`src/rtl/io_prog_loader_pkg.sv`:
```
// -----------------------------------------------------------------------------
// io_prog_loader_pkg
// Shared types and default sizes for the serial program loader.
//   ld_state_t  : loader FSM states
//   LD_DATA_W   : default instruction word width
//   LD_ADDR_W   : default instruction memory address width
// -----------------------------------------------------------------------------
package io_prog_loader_pkg;

  localparam int LD_DATA_W = 16;
  localparam int LD_ADDR_W = 8;

  typedef enum logic [2:0] {
    IDLE  = 3'd0,
    SHIFT = 3'd1,
    WRITE = 3'd2,
    RUN   = 3'd3,
    ERR   = 3'd4
  } ld_state_t;

endpackage

```
`src/rtl/io_sync.sv`:
```
// -----------------------------------------------------------------------------
// io_sync
// STAGES-deep flop chain bringing one asynchronous pin into the clk domain.
// Ports:
//   clk   : destination clock
//   rst_n : synchronous active-low reset, loads RST_VAL into every stage
//   d     : asynchronous input pin
//   q     : synchronized output
// -----------------------------------------------------------------------------
module io_sync #(
  parameter int   STAGES  = 2,
  parameter logic RST_VAL = 1'b0
) (
  input  logic clk,
  input  logic rst_n,
  input  logic d,
  output logic q
);

  logic [STAGES-1:0] chain;

  // NOTE: sequential state is always assigned with <= so every stage samples
  // the previous stage's value from before the edge, forming a true shift chain.
  always_ff @(posedge clk) begin
    if (!rst_n) begin
      chain <= {STAGES{RST_VAL}};
    end else begin
      chain <= {chain[STAGES-2:0], d};
    end
  end

  assign q = chain[STAGES-1];

endmodule

```
`src/rtl/io_prog_loader.sv`:
```
// -----------------------------------------------------------------------------
// io_prog_loader
// Receives instruction words bit-serially (MSB first) on three io pins and
// writes them into the core's instruction memory. Holds the core in reset while
// loading and releases it only after a clean load (whole words, no overflow).
// Ports:
//   wb_clk_i, wb_rst_n   : system clock, synchronous active-low reset
//   ser_clk_i            : async serial bit clock, data taken on its rising edge
//   ser_dat_i            : async serial data, MSB first
//   ser_cs_n_i           : async load frame enable, active-low
//   imem_we_o            : one-cycle instruction memory write strobe
//   imem_addr_o          : write address (valid with imem_we_o)
//   imem_wdata_o         : write data    (valid with imem_we_o)
//   core_rst_n_o         : core reset, active-low
//   busy_o               : load in progress
//   done_o               : last load completed cleanly (sticky)
//   err_o                : last load had a partial word or overflowed (sticky)
//   word_cnt_o           : words written in the current or last load
// -----------------------------------------------------------------------------
module io_prog_loader
  import io_prog_loader_pkg::*;
#(
  parameter int DATA_W      = LD_DATA_W,
  parameter int ADDR_W      = LD_ADDR_W,
  parameter int SYNC_STAGES = 2
) (
  input  logic              wb_clk_i,
  input  logic              wb_rst_n,
  input  logic              ser_clk_i,
  input  logic              ser_dat_i,
  input  logic              ser_cs_n_i,
  output logic              imem_we_o,
  output logic [ADDR_W-1:0] imem_addr_o,
  output logic [DATA_W-1:0] imem_wdata_o,
  output logic              core_rst_n_o,
  output logic              busy_o,
  output logic              done_o,
  output logic              err_o,
  output logic [ADDR_W:0]   word_cnt_o
);

  localparam int BCNT_W = $clog2(DATA_W + 1);
  localparam logic [BCNT_W-1:0] LAST_BIT = BCNT_W'(DATA_W - 1);

  logic ser_clk_s, ser_dat_s, ser_cs_n_s;
  logic ser_clk_d;
  logic bit_stb;

  ld_state_t         state;
  // Only the first DATA_W-1 bits need storing; the last bit joins the word
  // directly on its way to imem_wdata_o.
  logic [DATA_W-2:0] shreg;
  logic [BCNT_W-1:0] bit_cnt;
  logic [ADDR_W-1:0] addr;
  logic              ovf;

  io_sync #(.STAGES(SYNC_STAGES), .RST_VAL(1'b0)) u_sync_clk (
    .clk(wb_clk_i), .rst_n(wb_rst_n), .d(ser_clk_i), .q(ser_clk_s)
  );

  io_sync #(.STAGES(SYNC_STAGES), .RST_VAL(1'b0)) u_sync_dat (
    .clk(wb_clk_i), .rst_n(wb_rst_n), .d(ser_dat_i), .q(ser_dat_s)
  );

  // cs_n resets high so a reset never looks like the start of a frame.
  io_sync #(.STAGES(SYNC_STAGES), .RST_VAL(1'b1)) u_sync_cs (
    .clk(wb_clk_i), .rst_n(wb_rst_n), .d(ser_cs_n_i), .q(ser_cs_n_s)
  );

  // Data passes through a synchronizer of the same depth as the clock, so
  // ser_dat_s is aligned with the synced rising edge.
  assign bit_stb = ser_clk_s & ~ser_clk_d;

  always_ff @(posedge wb_clk_i) begin
    if (!wb_rst_n) begin
      state        <= IDLE;
      ser_clk_d    <= 1'b0;
      shreg        <= '0;
      bit_cnt      <= '0;
      addr         <= '0;
      ovf          <= 1'b0;
      imem_we_o    <= 1'b0;
      imem_addr_o  <= '0;
      imem_wdata_o <= '0;
      core_rst_n_o <= 1'b0;
      busy_o       <= 1'b0;
      done_o       <= 1'b0;
      err_o        <= 1'b0;
      word_cnt_o   <= '0;
    end else begin
      ser_clk_d <= ser_clk_s;
      imem_we_o <= 1'b0;

      unique case (state)
        IDLE, RUN, ERR: begin
          if (!ser_cs_n_s) begin
            state        <= SHIFT;
            addr         <= '0;
            word_cnt_o   <= '0;
            bit_cnt      <= '0;
            ovf          <= 1'b0;
            done_o       <= 1'b0;
            err_o        <= 1'b0;
            core_rst_n_o <= 1'b0;
            busy_o       <= 1'b1;
          end
        end

        SHIFT: begin
          // Deassert is tested first so a coincident bit strobe is dropped.
          if (ser_cs_n_s) begin
            busy_o <= 1'b0;
            if (bit_cnt == '0 && !ovf) begin
              state        <= RUN;
              core_rst_n_o <= 1'b1;
              done_o       <= 1'b1;
            end else begin
              state        <= ERR;
              core_rst_n_o <= 1'b0;
              err_o        <= 1'b1;
            end
          end else if (bit_stb) begin
            shreg   <= {shreg[DATA_W-3:0], ser_dat_s};
            bit_cnt <= bit_cnt + 1'b1;
            if (bit_cnt == LAST_BIT) begin
              state <= WRITE;
              // Strobe is registered here so it is high during the WRITE cycle.
              // word_cnt_o MSB set means 2^ADDR_W words are already written.
              imem_we_o    <= ~word_cnt_o[ADDR_W];
              imem_addr_o  <= addr;
              imem_wdata_o <= {shreg, ser_dat_s};
            end
          end
        end

        WRITE: begin
          if (!word_cnt_o[ADDR_W]) begin
            addr       <= addr + 1'b1;
            word_cnt_o <= word_cnt_o + 1'b1;
          end else begin
            ovf <= 1'b1;
          end
          bit_cnt <= '0;
          state   <= SHIFT;
        end

        default: state <= IDLE;
      endcase
    end
  end

endmodule
```
`config.mk`:
```
export PLATFORM = sky130hd
export DESIGN_NAME = io_prog_loader
export DESIGN_NICKNAME = d
export VERILOG_FILES = /design/src/rtl/io_prog_loader_pkg.sv /design/src/rtl/io_sync.sv /design/src/rtl/io_prog_loader.sv
export SDC_FILE = /design/constraint.sdc
export NUM_CORES = 1
export LEC_CHECK = 0
export ABC_AREA = 1
export CORE_ASPECT_RATIO = 0.5
export CORE_MARGIN = 5
export CORE_UTILIZATION = 30
export DETAILED_ROUTE_END_ITERATION = 12
export PLACE_DENSITY = 0.52
export RECOVER_POWER = 50
export SKIP_LAST_GASP = 1
export SYNTH_ARGS = -nofsm -noshare
export SYNTH_HDL_FRONTEND = slang
export SYNTH_SLANG_ARGS = --single-unit
```
`constraint.sdc`:
```
create_clock -name wb_clk_i -period 2 [get_ports wb_clk_i]
set_input_delay 0.4 -clock wb_clk_i [delete_from_list [all_inputs] [get_ports wb_clk_i]]
set_output_delay 0.4 -clock wb_clk_i [all_outputs]
set_load 0.05 [all_outputs]
```
; Word level (Yosys, flattened, before mapping)
; Index checks and enable logic that the tools add are counted.
[totals]
ff_bits = 77
inputBits = 5
output_inout_bits = 38
wordCells = 94
[op_classes]
n_addsub = 3
eq_ne = 15
mux = 31
n_bitwise = 8
n_reduce_logical = 19
[ops]
columns = op, n
row1 = 9-bit 2-to-1 mux, 2
row2 = 9-bit one-hot mux with 2 select lines, 1
row3 = 8-bit 2-to-1 mux, 2
row4 = 8-bit one-hot mux with 2 select lines, 1
row5 = 4-bit AND reduction, 4
row6 = 3-bit 2-to-1 mux, 5
row7 = 5-bit 2-to-1 mux, 3
row8 = 5-bit one-hot mux with 3 select lines, 1
row9 = 3-bit AND reduction, 5
row10 = "2-bit != test, second input constant", 7
row11 = 1-bit 2-to-1 mux, 10
row12 = 1-bit one-hot mux with 2 select lines, 5
row13 = "9-bit by 1-bit adder with 9-bit output, second input constant", 1
row14 = 3-bit one-hot mux with 3 select lines, 1
row15 = "8-bit by 1-bit adder with 8-bit output, second input constant", 1
row16 = 1-bit inverter, 7
row17 = "3-bit by 2-bit == test with 1-bit output, second input constant", 2
row18 = "3-bit by 2-bit != test with 1-bit output, second input constant", 2
row19 = "5-bit by 1-bit adder with 5-bit output, second input constant", 1
row20 = "5-bit by 4-bit == test with 1-bit output, second input constant", 1
row21 = 5-bit zero test, 1
row22 = 5-bit OR reduction, 1
row23 = 2-bit nonzero test, 2
row24 = "3-bit by 1-bit == test with 1-bit output, second input constant", 1
row25 = other kinds (9), 9

; Logic depth before layout (Yosys ltp)
[logic_depth]
depth_word = 5
ltp_mapped = 11

; Hierarchy
; From an unflattened synthesis, not the netlist that was laid out.
[hier_totals]
cells_unflattened = 427
area_unflattened_um2 = 3186.8
[by_module_without_submodules]
columns = module, n_inst, cells_per_inst, area_per_inst_um2, seq_area_each_um2
row1 = io_prog_loader, 1, 409, 3021.6, 1421.4
row2 = io_sync, 3, 6, 55.1, 40.0

; Least setup slack after synthesis
; Ideal clock, no wire load.
[synth_path]
path_type = register to register
startpoint = register bit_cnt[0]
endpoint = register imem_addr_o[2]
setup_time_ps = 116
arrival_ps = 1600
path_slack_ps = 284
path_stages_with_launch = 12
path_buffers = 2
path_cell_list = dfxtp_1 > ha_1 > nand2_1 > nor2_1 > ha_1 > nand2_1 > nor2_4 > buf_6 > inv_2 > buf_6 > nor2_1 > nor2_1
[synth_via]
elab_chain_cells = 2
[synth_rtl]
columns = item, line_no
row1 = from (decl), io_prog_loader.sv:53  ; logic [BCNT_W-1:0] bit_cnt;
row2 = from (signal assigned), io_prog_loader.sv:124  ; bit_cnt <= bit_cnt + 1'b1;
row3 = 5-bit by 4-bit == test with 1-bit output, io_prog_loader.sv:125  ; if (bit_cnt == LAST_BIT) begin
row4 = 4-bit AND reduction (no source line), -
row5 = to (signal assigned), io_prog_loader.sv:130  ; imem_addr_o <= addr;
row6 = to (decl), io_prog_loader.sv:33  ; output logic [ADDR_W-1:0] imem_addr_o,
; Every way passes these cells.
; A chain may end at the register's enable or synchronous reset.

; Worst setup path after layout
[layout_path]
startpoint = register imem_wdata_o[5]
endpoint = output port imem_wdata_o[5]
[layout_lines]
columns = item, line_no
row1 = from (decl), io_prog_loader.sv:34  ; output logic [DATA_W-1:0] imem_wdata_o,
row2 = from (signal assigned), io_prog_loader.sv:131  ; imem_wdata_o <= {shreg, ser_dat_s};
; No word-level cell between the ends.

==> impl_metrics.ini <==
[worst_hold_path]
hold_start = u_sync_clk.chain[0]
hold_class = reg -> reg
hold_path_end = u_sync_clk.chain[1]
hold_path_depth = 2

[pwr]
power.internal_mw = 2.82
power_frac_comb_pct = 20.3
total_power_mw = 4.11
power.net_switching_mw = 1.29
ir_worst_vdd_mv = 0.468
p_clk_share_pct = 38.7
swShare_pct = 31.3
p_per_area_mw_per_mm2 = 1010
p_leak_nw = 1.57
seqPwrFrac_pct = 41.0

[worst_setup_path]
worst-path-stages = 1
r2r-start = bit_cnt[1]
cp.buffers_inverters = 1
crit_type = reg -> out
slowest_delay_ps = 820
rrSetupSlack_ps = 220
crit_fanout = 2
crit_required_ps = 1600
r2r_cells = 10
critPathTopFamily = buffers and inverters
r2r-end = imem_wdata_o[6]
critPathLaunchType = flop
arrival_ps = 1530
path_cells = clkdlybuf4s50_1
cp_slowest_cell = clkdlybuf4s50_1
cp-end-kind = output port

[global_route]
grt_max_degree = 51
grt_util_all_layers_pct = 12.2
grt_pass1_wl_microns = 13000
grt_overflow_total = 0
antenna_found_initial = 0
grt_pass1_vias = 2681

[timing]
rsz0062_at_grt = false
setup_viol = 0
relSlewSlack_pct = 59.0
fmax_mhz = 519
fin_crit_ps = 1930
final_hold_viol_count = 0
tightestPinTransition_ps = 617
drv_slew = 0
fin_skew_ps = 4.51
setup-tns-final_ps = 0
finalCritPeriodShare_pct = 96.3

[clock_network]
cts_max_level = 3
tritoncts = built
insertion_delay_ps = 330
numCtsBuffers = 9
clock_sinks = 77
cts_buffer_depth = 2
cts_hold_buf = 0
clk_pin_slew_worst_paths_ps = 60
root_buffer = clkbuf_16

[synth]
netlist_area_sq_mm = 0.00328
netlist_instances = 437
syn_avg_cell_area_sq_um = 7.51
yosysTopAreaCell = dfxtp_1
synth_fa_ha_area_share_pct = 1.91
ys_top_cells_by_area = dfxtp_1 47%, nand2_1 10%, nor2_1 6.8%
ys_ff_latch = 77
synth.most_common_cell = nand2_1
synth.top_cell.area_share_pct = 47.0
async_reset_ff_share_pct = 0
synthMuxAreaShare_pct = 0
ys.warnings.count = 0
yosys-top-cells-count = 90 x nand2_1, 77 x dfxtp_1, 59 x nor2_1
synth_top_family_by_area = simple AND/OR/NAND/NOR gates
seq_area_frac_synth_pct = 47.0
synth_fp_nets = 447
synth_edf_count = 0
synth_xor_xnor_area_share_pct = 0.534
yosys.cell_types.count = 29
synth_ff_type = dfxtp_1
synth_compound_area_share_pct = 14.0
synth_simple_gate_area_share_pct = 27.7

[cells_and_area]
layout.nets = 491
design_area_sq_mm = 0.00407
seqCellArea_sq_mm = 0.00154
syn2layout_area_growth_pct = 24.1
diodes = 0
layout.cells.non_filler = 629
fill_cells = 1123
drive_gt1_share_pct = 7.44
multi_input_area_sq_mm = 0.00144

[floorplan]
start_util_pct = 30.3
io_pins = 43
die_area_sq_mm = 0.0133
std_cell_rows = 27
die_h_microns = 83.9
fp.dieW_microns = 158
core-area_sq_mm = 0.0108

[detailed_routing]
first_pass_iters = 4
drt-initial-drc-count = 111
via_count = 2846
drc_errors = 0
postRouteAntennaNets = 0
drt_wl_total_microns = 7670
routedWlPerCell_microns = 12.2
via_per_inst = 4.52

[place]
place_congestion = 0.802
post_dp_cell_area_sq_mm = 0.00383
place_hpwl_microns = 5300
dp_cells = 615
port-buffer-count = 42

[flow_run]
maxCapViolations = 0

[outcome]
status = completed
## stage by stage
stage	hold WS [ps]	setup slack [ps]	utilization, %
floorplan	390	284	-
global placement	395	275	35.3
detailed placement	401	249	35.3
CTS	414	16.6	38.0
global route	428	16.5	37.6
finish	409	73.0	37.6
## placed cells by master, fill, tap and decap left out, types with 3 or more instances in the layout
master	n
inv_1	45
nor2_4	5
nand2_1	90
clkdlybuf4s50_1	33
buf_4	4
nand2_2	3
a21oi_1	42
clkbuf_1	8
nand4_1	10
a22oi_1	6
nor2_1	60
dfxtp_1	77
o21ai_1	7
o21ai_0	29
clkbuf_16	9
nand3_1	29
ha_1	5
## how the worst max path moves through the flow
stage                            to             from  slack (ps)
detailed placement  imem_wdata_o[5]       bit_cnt[1]         250
finish              imem_wdata_o[5]  imem_wdata_o[5]          70
global placement    imem_wdata_o[1]         wb_rst_n         280
floorplan            imem_addr_o[2]       bit_cnt[0]         280
CTS                   word_cnt_o[6]    word_cnt_o[6]          20
global route        imem_wdata_o[3]       bit_cnt[0]          20
## cell type report
| type | instances | share of cell area [%] |
|---|---|---|
| clock buffers | 10 | 5.87 |
| inverters | 47 | 4.33 |
| clock inverters | 4 | 1.23 |
| repair buffers | 49 | 10.9 |
| multi-input cells | 297 | 35.3 |
| well taps | 145 | 4.45 |
| flip-flops and latches | 77 | 37.8 |
## power groups by stage
stage	registers (mW)	clock network (mW)	logic, mW
floorplan	1.80	0	0.558
global placement	1.72	0	0.860
detailed placement	1.72	0	0.858
CTS	1.69	1.64	0.861
global route	1.70	1.70	0.953
finish	1.69	1.59	0.835
## metal layers
| metal | up-vias | track usage [%] | part of all wire [%] |
|---|---|---|---|
| li1 | 1500 | - | - |
| met1 | 1303 | 16.4 | 53 |
| met2 | 32 | 18.0 | 42 |
| met3 | 11 | 3.83 | 3.6 |
| met4 | 0 | 4.76 | 1.6 |
| met5 | - | 0 | 0 |
## repair_timing
item                       CTS  global route
setup endpoints to repair    0             3
resized for setup            0             3
buffers inserted             0             0
## sequential cells by signal, indices dropped and copies added, names as in the netlist
name / cells
ser_clk_d: 1
state: 3
done_o: 1
addr: 8
shreg: 15
imem_wdata_o: 16
u_sync_cs.chain: 2
u_sync_clk.chain: 2
ovf: 1
imem_addr_o: 8
err_o: 1
word_cnt_o: 9
imem_we_o: 1
busy_o: 1
bit_cnt: 5
core_rst_n_o: 1
u_sync_dat.chain: 2
## cells by family after synthesis
kind of cell             Yosys count
AND/OR/NAND/NOR                  203
AO/OA/AOI/OAI                     87
flip-flops                        77
buffers and inverters             63
adder cells (fa/ha/maj)            5
XOR/XNOR                           2
Power figures use the tool's default switching activity.
